<file path="src/rtl/lsu_mem_bridge.sv">
// Load/store bridge from the RV32I data path to a word-only RAM port.
// Sub-word loads are extracted and extended; SB/SH are done as read-modify-write.
module lsu_mem_bridge #(
    parameter int MEM_SIZE = 16384
) (
    input  logic        clk,
    input  logic        rst_n,
    input  logic        core_req,
    input  logic        core_we,
    input  logic [2:0]  core_funct3,
    input  logic [31:0] core_addr,
    input  logic [31:0] core_wdata,
    output logic [31:0] core_rdata,
    output logic        core_stall,
    output logic        core_done,
    output logic        core_err,
    output logic [31:0] mem_addr,
    output logic        mem_read,
    output logic        mem_write,
    output logic [31:0] mem_wdata,
    input  logic [31:0] mem_rdata
);
    localparam logic [1:0] S_IDLE  = 2'd0;
    localparam logic [1:0] S_READ  = 2'd1;
    localparam logic [1:0] S_WRITE = 2'd2;
    localparam logic [1:0] S_DONE  = 2'd3;
    localparam logic [31:0] MEM_LIMIT = 32'(MEM_SIZE - 3);

    logic [1:0]       state, state_nxt;
    logic             we_q, err_q;
    logic [31:0]      cap_word, rdata_hold;
    logic             f3_ok, misalign, out_of_range, req_err, is_sw;
    logic [3:0][7:0]  rd_lanes, wr_lanes, merged, cap_lanes;
    logic [3:0]       lane_sel;
    logic [7:0]       ld_byte;
    logic [15:0]      ld_half;
    logic [31:0]      load_val, done_rdata;

    assign mem_addr = {core_addr[31:2], 2'b00};

    always_comb begin
        if (core_we)
            f3_ok = (core_funct3 == 3'b000) || (core_funct3 == 3'b001) || (core_funct3 == 3'b010);
        else
            f3_ok = !((core_funct3 == 3'b011) || (core_funct3 == 3'b110) || (core_funct3 == 3'b111));
        misalign     = ((core_funct3[1:0] == 2'b01) && core_addr[0]) ||
                       ((core_funct3[1:0] == 2'b10) && (core_addr[1:0] != 2'b00));
        out_of_range = mem_addr >= MEM_LIMIT;
        req_err      = !f3_ok || misalign || out_of_range;
        is_sw        = core_we && (core_funct3 == 3'b010);
    end

    // Store data replicated across lanes; lane_sel picks which RAM bytes it replaces.
    assign rd_lanes = mem_rdata;
    assign wr_lanes = core_funct3[0] ? {2{core_wdata[15:0]}} : {4{core_wdata[7:0]}};

    genvar i;
    generate
        for (i = 0; i < 4; i++) begin : g_lane
            localparam logic [1:0] LANE = 2'(i);
            assign lane_sel[i] = core_funct3[0] ? (core_addr[1] == LANE[1])
                                                : (core_addr[1:0] == LANE);
            assign merged[i]   = lane_sel[i] ? wr_lanes[i] : rd_lanes[i];
        end
    endgenerate

    assign cap_lanes = cap_word;
    assign ld_byte   = cap_lanes[core_addr[1:0]];
    assign ld_half   = core_addr[1] ? cap_word[31:16] : cap_word[15:0];

    always_comb begin
        case (core_funct3)
            3'b000:  load_val = {{24{ld_byte[7]}}, ld_byte};
            3'b001:  load_val = {{16{ld_half[15]}}, ld_half};
            3'b100:  load_val = {24'd0, ld_byte};
            3'b101:  load_val = {16'd0, ld_half};
            default: load_val = cap_word;
        endcase
        done_rdata = (!we_q && !err_q) ? load_val : 32'd0;
    end

    always_comb begin
        state_nxt = state;
        case (state)
            S_IDLE: if (core_req) state_nxt = req_err ? S_DONE : (is_sw ? S_WRITE : S_READ);
            S_READ:  state_nxt = we_q ? S_WRITE : S_DONE;
            S_WRITE: state_nxt = S_DONE;
            default: state_nxt = S_IDLE;
        endcase
    end

    always_ff @(posedge clk or negedge rst_n) begin
        if (!rst_n) begin
            state      <= S_IDLE;
            we_q       <= 1'b0;
            err_q      <= 1'b0;
            cap_word   <= 32'd0;
            rdata_hold <= 32'd0;
            mem_wdata  <= 32'd0;
        end else begin
            state <= state_nxt;
            case (state)
                S_IDLE: if (core_req) begin
                    we_q  <= core_we;
                    err_q <= req_err;
                    if (is_sw && !req_err) mem_wdata <= core_wdata;
                end
                S_READ: begin
                    cap_word <= mem_rdata;
                    if (we_q) mem_wdata <= merged;
                end
                S_DONE:  rdata_hold <= done_rdata;
                default: ;
            endcase
        end
    end

    // Strobes decode from state alone, so an async reset drops mem_write at once.
    assign mem_read   = (state == S_READ);
    assign mem_write  = (state == S_WRITE);
    assign core_done  = (state == S_DONE);
    assign core_err   = core_done && err_q;
    assign core_stall = core_req && (state != S_DONE);
    assign core_rdata = core_done ? done_rdata : rdata_hold;
endmodule
</file>
<file path="config.mk">
export PLATFORM = sky130hd
export DESIGN_NAME = lsu_mem_bridge
export DESIGN_NICKNAME = d
export VERILOG_FILES = /design/src/rtl/lsu_mem_bridge.sv
export SDC_FILE = /design/constraint.sdc
export NUM_CORES = 1
export LEC_CHECK = 0
export CORE_AREA = 2 2 103 125
export CTS_BUF_LIST = sky130_fd_sc_hd__clkbuf_4 sky130_fd_sc_hd__clkbuf_8
export DETAILED_ROUTE_END_ITERATION = 10
export DIE_AREA = 0 0 105 127
export PLACE_DENSITY_LB_ADDON = 0.05
export SLEW_MARGIN = 10
export SYNTH_ARGS = -nofsm -noshare
export SYNTH_HDL_FRONTEND = slang
export SYNTH_SLANG_ARGS = --single-unit
</file>
<file path="constraint.sdc">
create_clock -name clk -period 3.1 [get_ports clk]
set_input_delay 0.62 -clock clk [delete_from_list [all_inputs] [get_ports clk]]
set_output_delay 0.62 -clock clk [all_outputs]
set_load 0.05 [all_outputs]
</file>
==> results of run 1 <==
per-layer routing:
metal,vias up,share of wire (%)
met2,191,51
met5,-,0
met4,0,1.2
met3,17,6.3
met1,2194,41
li1,2040,-
logic make-up after synthesis:
logic type	share of synthesized area [%]
AO/OA/AOI/OAI	16.1
flip-flops	45.9
AND/OR/NAND/NOR	8.16
multiplexers	20.7
buffers and inverters	8.19
adder cells (fa/ha/maj)	0.917
other	0.0687
worst max-delay path, delay by kind of cell (launching register included):
family | cells | cell delay (ps)
AO/OA/AOI/OAI | 1 | 320
buffers and inverters | 3 | 500
flip-flops | 1 | 450
multiplexers | 2 | 720
AND/OR/NAND/NOR | 1 | 60
cells in the final DEF (no fill, tap or decap), types with 2 or more instances in the layout:
cell type / n
clkbuf_8: 9
nor2_4: 2
nor4_1: 4
nor2_1: 29
o22a_1: 8
a221o_1: 16
nand2_1: 39
inv_1: 9
inv_8: 2
dfrtp_1: 100
o2bb2ai_1: 4
a31oi_1: 3
o221ai_1: 2
nand3_1: 7
mux2_4: 30
mux2_2: 49
ha_1: 3
o22ai_1: 8
and2_1: 2
nor2b_1: 3
and3_1: 3
buf_4: 33
a41oi_1: 8
a21oi_1: 33
conb_1: 2
o21ai_0: 15
nand2b_1: 3
clkinvlp_4: 3
o2bb2ai_2: 4
buf_12: 28
clkdlybuf4s50_1: 140
a21o_1: 6
a22o_1: 6
mux2i_1: 8
cell type report:
type	instances	area (µm²)
Clock buffer	9	124
Clock inverter	7	83.8
Fill cell	1003	4240
Inverter	10	37.5
Multi-Input combinational cell	313	2550
Sequential cell	100	2500
Tap cell	161	201
Timing Repair Buffer	205	2260
repair_timing:
item                                    in CTS  in global routing
cloned                                       0                  1
setup buffers                                1                  4
pin swaps                                    1                  1
resized for setup                            3                  7
endpoints found under the setup margin      31                 21
how the worst min path moves through the flow:
| stage | end | slack [ps] |
|---|---|---|
| after floorplan | cap_lanes[0]$_DFFE_PN0P_ | 320 |
| after global placement | rdata_hold[15]$_DFF_PN0_ | 480 |
| after detailed placement | rdata_hold[15]$_DFF_PN0_ | 480 |
| after CTS | mem_wdata[26]$_DFFE_PN0P_ | 260 |
| after global routing | mem_wdata[27]$_DFFE_PN0P_ | 290 |
| final | mem_wdata[26]$_DFFE_PN0P_ | 250 |
power by group through the flow:
stage / registers, mW / clock network (mW) / logic, mW
after floorplan: 2.96 / 0 / 2.60
after global placement: 2.37 / 0 / 4.89
after detailed placement: 2.38 / 0 / 4.97
after CTS: 2.36 / 0.906 / 4.98
after global routing: 2.42 / 0.952 / 5.23
final: 2.36 / 0.884 / 4.99
registers in the layout, summed over array words and instances (netlist names):
register	cells
cap_lanes	32
err_q	1
mem_wdata	32
rdata_hold	32
state	2
we_q	1
through the flow:
step | total power, mW | setup TNS [ps] | utilization, % | hold slack (ps)
6_report | 8.23 | 0 | 64.7 | 248
3_5_place_dp | 7.35 | -6000 | 62.1 | 477
4_1_cts | 8.25 | 0 | 64.0 | 264
2_1_floorplan | 5.56 | 0 | - | 324
3_3_place_gp | 7.26 | -5360 | 62.1 | 484
5_1_grt | 8.61 | -17.7 | 64.7 | 289
==> impl_metrics.yaml, run 1 <==
status:
  status: "finished, final reports clean"
synthesis:
  yosysWarnings: 0
  ys_types: 48
  synthMostInstantiatedCell: "dfrtp_1"
  yosys-top-cells-area: "dfrtp_1 46%, mux2_2 10%, mux2_4 8.3%"
  synth_edf_count: 0
  synth_area_per_cell_um2: 11.3
  ys_seq_elements: 100
  synth.largest_area_cell: "dfrtp_1"
  synthTopCellsByCount: "100 x dfrtp_1, 49 x mux2_2, 39 x nand2_1, 33 x a21oi_1, 32 x buf_4"
  synthFlopType: "dfrtp_1"
  synth_top_area_share_pct: 45.9
  netlist_instances: 485
  netlist_area_mm2: 0.00546
  synthArstFlopShare_pct: 100
  ys_seq_area_share_pct: 45.9
layout:
  final_cells: 805
  nets: 746
  antenna_cells: 0
  area_growth_syn_to_layout_pct: 42.2
  fin_area_mm2: 0.00776
  drive_gt1_share_pct: 27.0
global_routing:
  grt_pass1_wl_um: 25700
  grt_start_max_net_pins: 52
  antenna_found_initial: 0
  first_global_vias: 4670
  use_met3_pct: 5.00
  grt_overflow_total: 0
  grtUsageMet1_pct: 32.4
  grtUsageTotal_pct: 24.8
  grt_busiest_layer: "met2"
  met2_usage_pct: 42.6
timing:
  relSlewSlack_pct: 56.2
  fin_ws_ps: 64.0
  final_hold_viol_count: 0
  skew_ps: 13.1
  setup_viol: 0
  drv_slew: 0
  worst_pin_slew_ps: 657
  fin_crit_ps: 3040
  timing.fmax_mhz: 329
  min_period_over_period_pct: 97.9
run:
  drv_cap: 0
critical_path:
  cp_max_fo: 8
  start_kind: "flop"
  r2r_cells: 6
  criticalPathCategory: "flop to primary output"
  arrival_ps: 2420
  endpoint_kind: "primary output"
  worstPathRequired_ps: 2480
  r2r-end: "mem_wdata[29]$_DFFE_PN0P_"
  reg2reg_from: "state[1]$_DFFE_PN0P_"
  rrSetupSlack_ps: 830
  cp_cell_sequence: "mux4_2, mux2i_4, nor4_4, buf_4, clkbuf_16, a221o_1, buf_12"
  crit_end: "core_rdata[17]"
  max_stage_delay_ps: 540
  startpoint: "cap_lanes[31]$_DFFE_PN0P_"
  slowest_stage: "mux4_2"
die:
  ios: 204
  coreArea_mm2: 0.0120
  row_count: 44
  die_height_um: 127
  die_area_mm2: 0.0133
  initial_utilization_pct: 45.5
  die_w_um: 105
power:
  p_switching_mw: 3.72
  power_leakage_nw: 3.38
  peakVddDrop_v: 0.000792
  power.density_mw_per_mm2: 1060
  comb_power_share_pct: 60.6
  p_int_mw: 4.51
  swShare_pct: 45.2
  seq_power_share_pct: 28.7
  p_clk_share_pct: 10.7
placement:
  dpl.hpwl_um: 12600
  portBuffers: 177
  dpl_worst_slack_ps: -354
  gp_congestion: 0.847
  post_dp_cell_area_mm2: 0.00746
  placedCellCount: 783
cts:
  cts_root_buf: "clkbuf_8"
  cts_tree: "built"
  htree_num_levels: 3
  path_clk_slew_ps: 110
  cts_buffers: 9
  cts.sinks: 100
  clkLatencyLatePin_ps: 380
  hold_buffers: 0
  cts_buffer_depth: 2
drt:
  viasPerCell: 5.52
  wl_um: 16400
  num_vias: 4442
  first_pass_iters: 5
  drtAntennaViolNets: 0
  drc_errors: 0
  wl_per_cell_um: 20.4
  drt-initial-drc-count: 238
min_path:
  min_path_type: "input pin to asynchronous set/reset pin"
No activity file was read; power rests on OpenSTA's default activity.
==> inputs of run 2 (changes only) <==
--- a/config.mk
+++ b/config.mk
@@ -7,6 +7,7 @@
 export LEC_CHECK = 0
 export CORE_AREA = 2 2 103 125
 export CTS_BUF_LIST = sky130_fd_sc_hd__clkbuf_4 sky130_fd_sc_hd__clkbuf_8
+export CTS_CLUSTER_DIAMETER = 50
 export DETAILED_ROUTE_END_ITERATION = 10
 export DIE_AREA = 0 0 105 127
 export PLACE_DENSITY_LB_ADDON = 0.05
==> results of run 2 <==
Same layout as run 1: the final DEF is identical, and so are final timing and power.
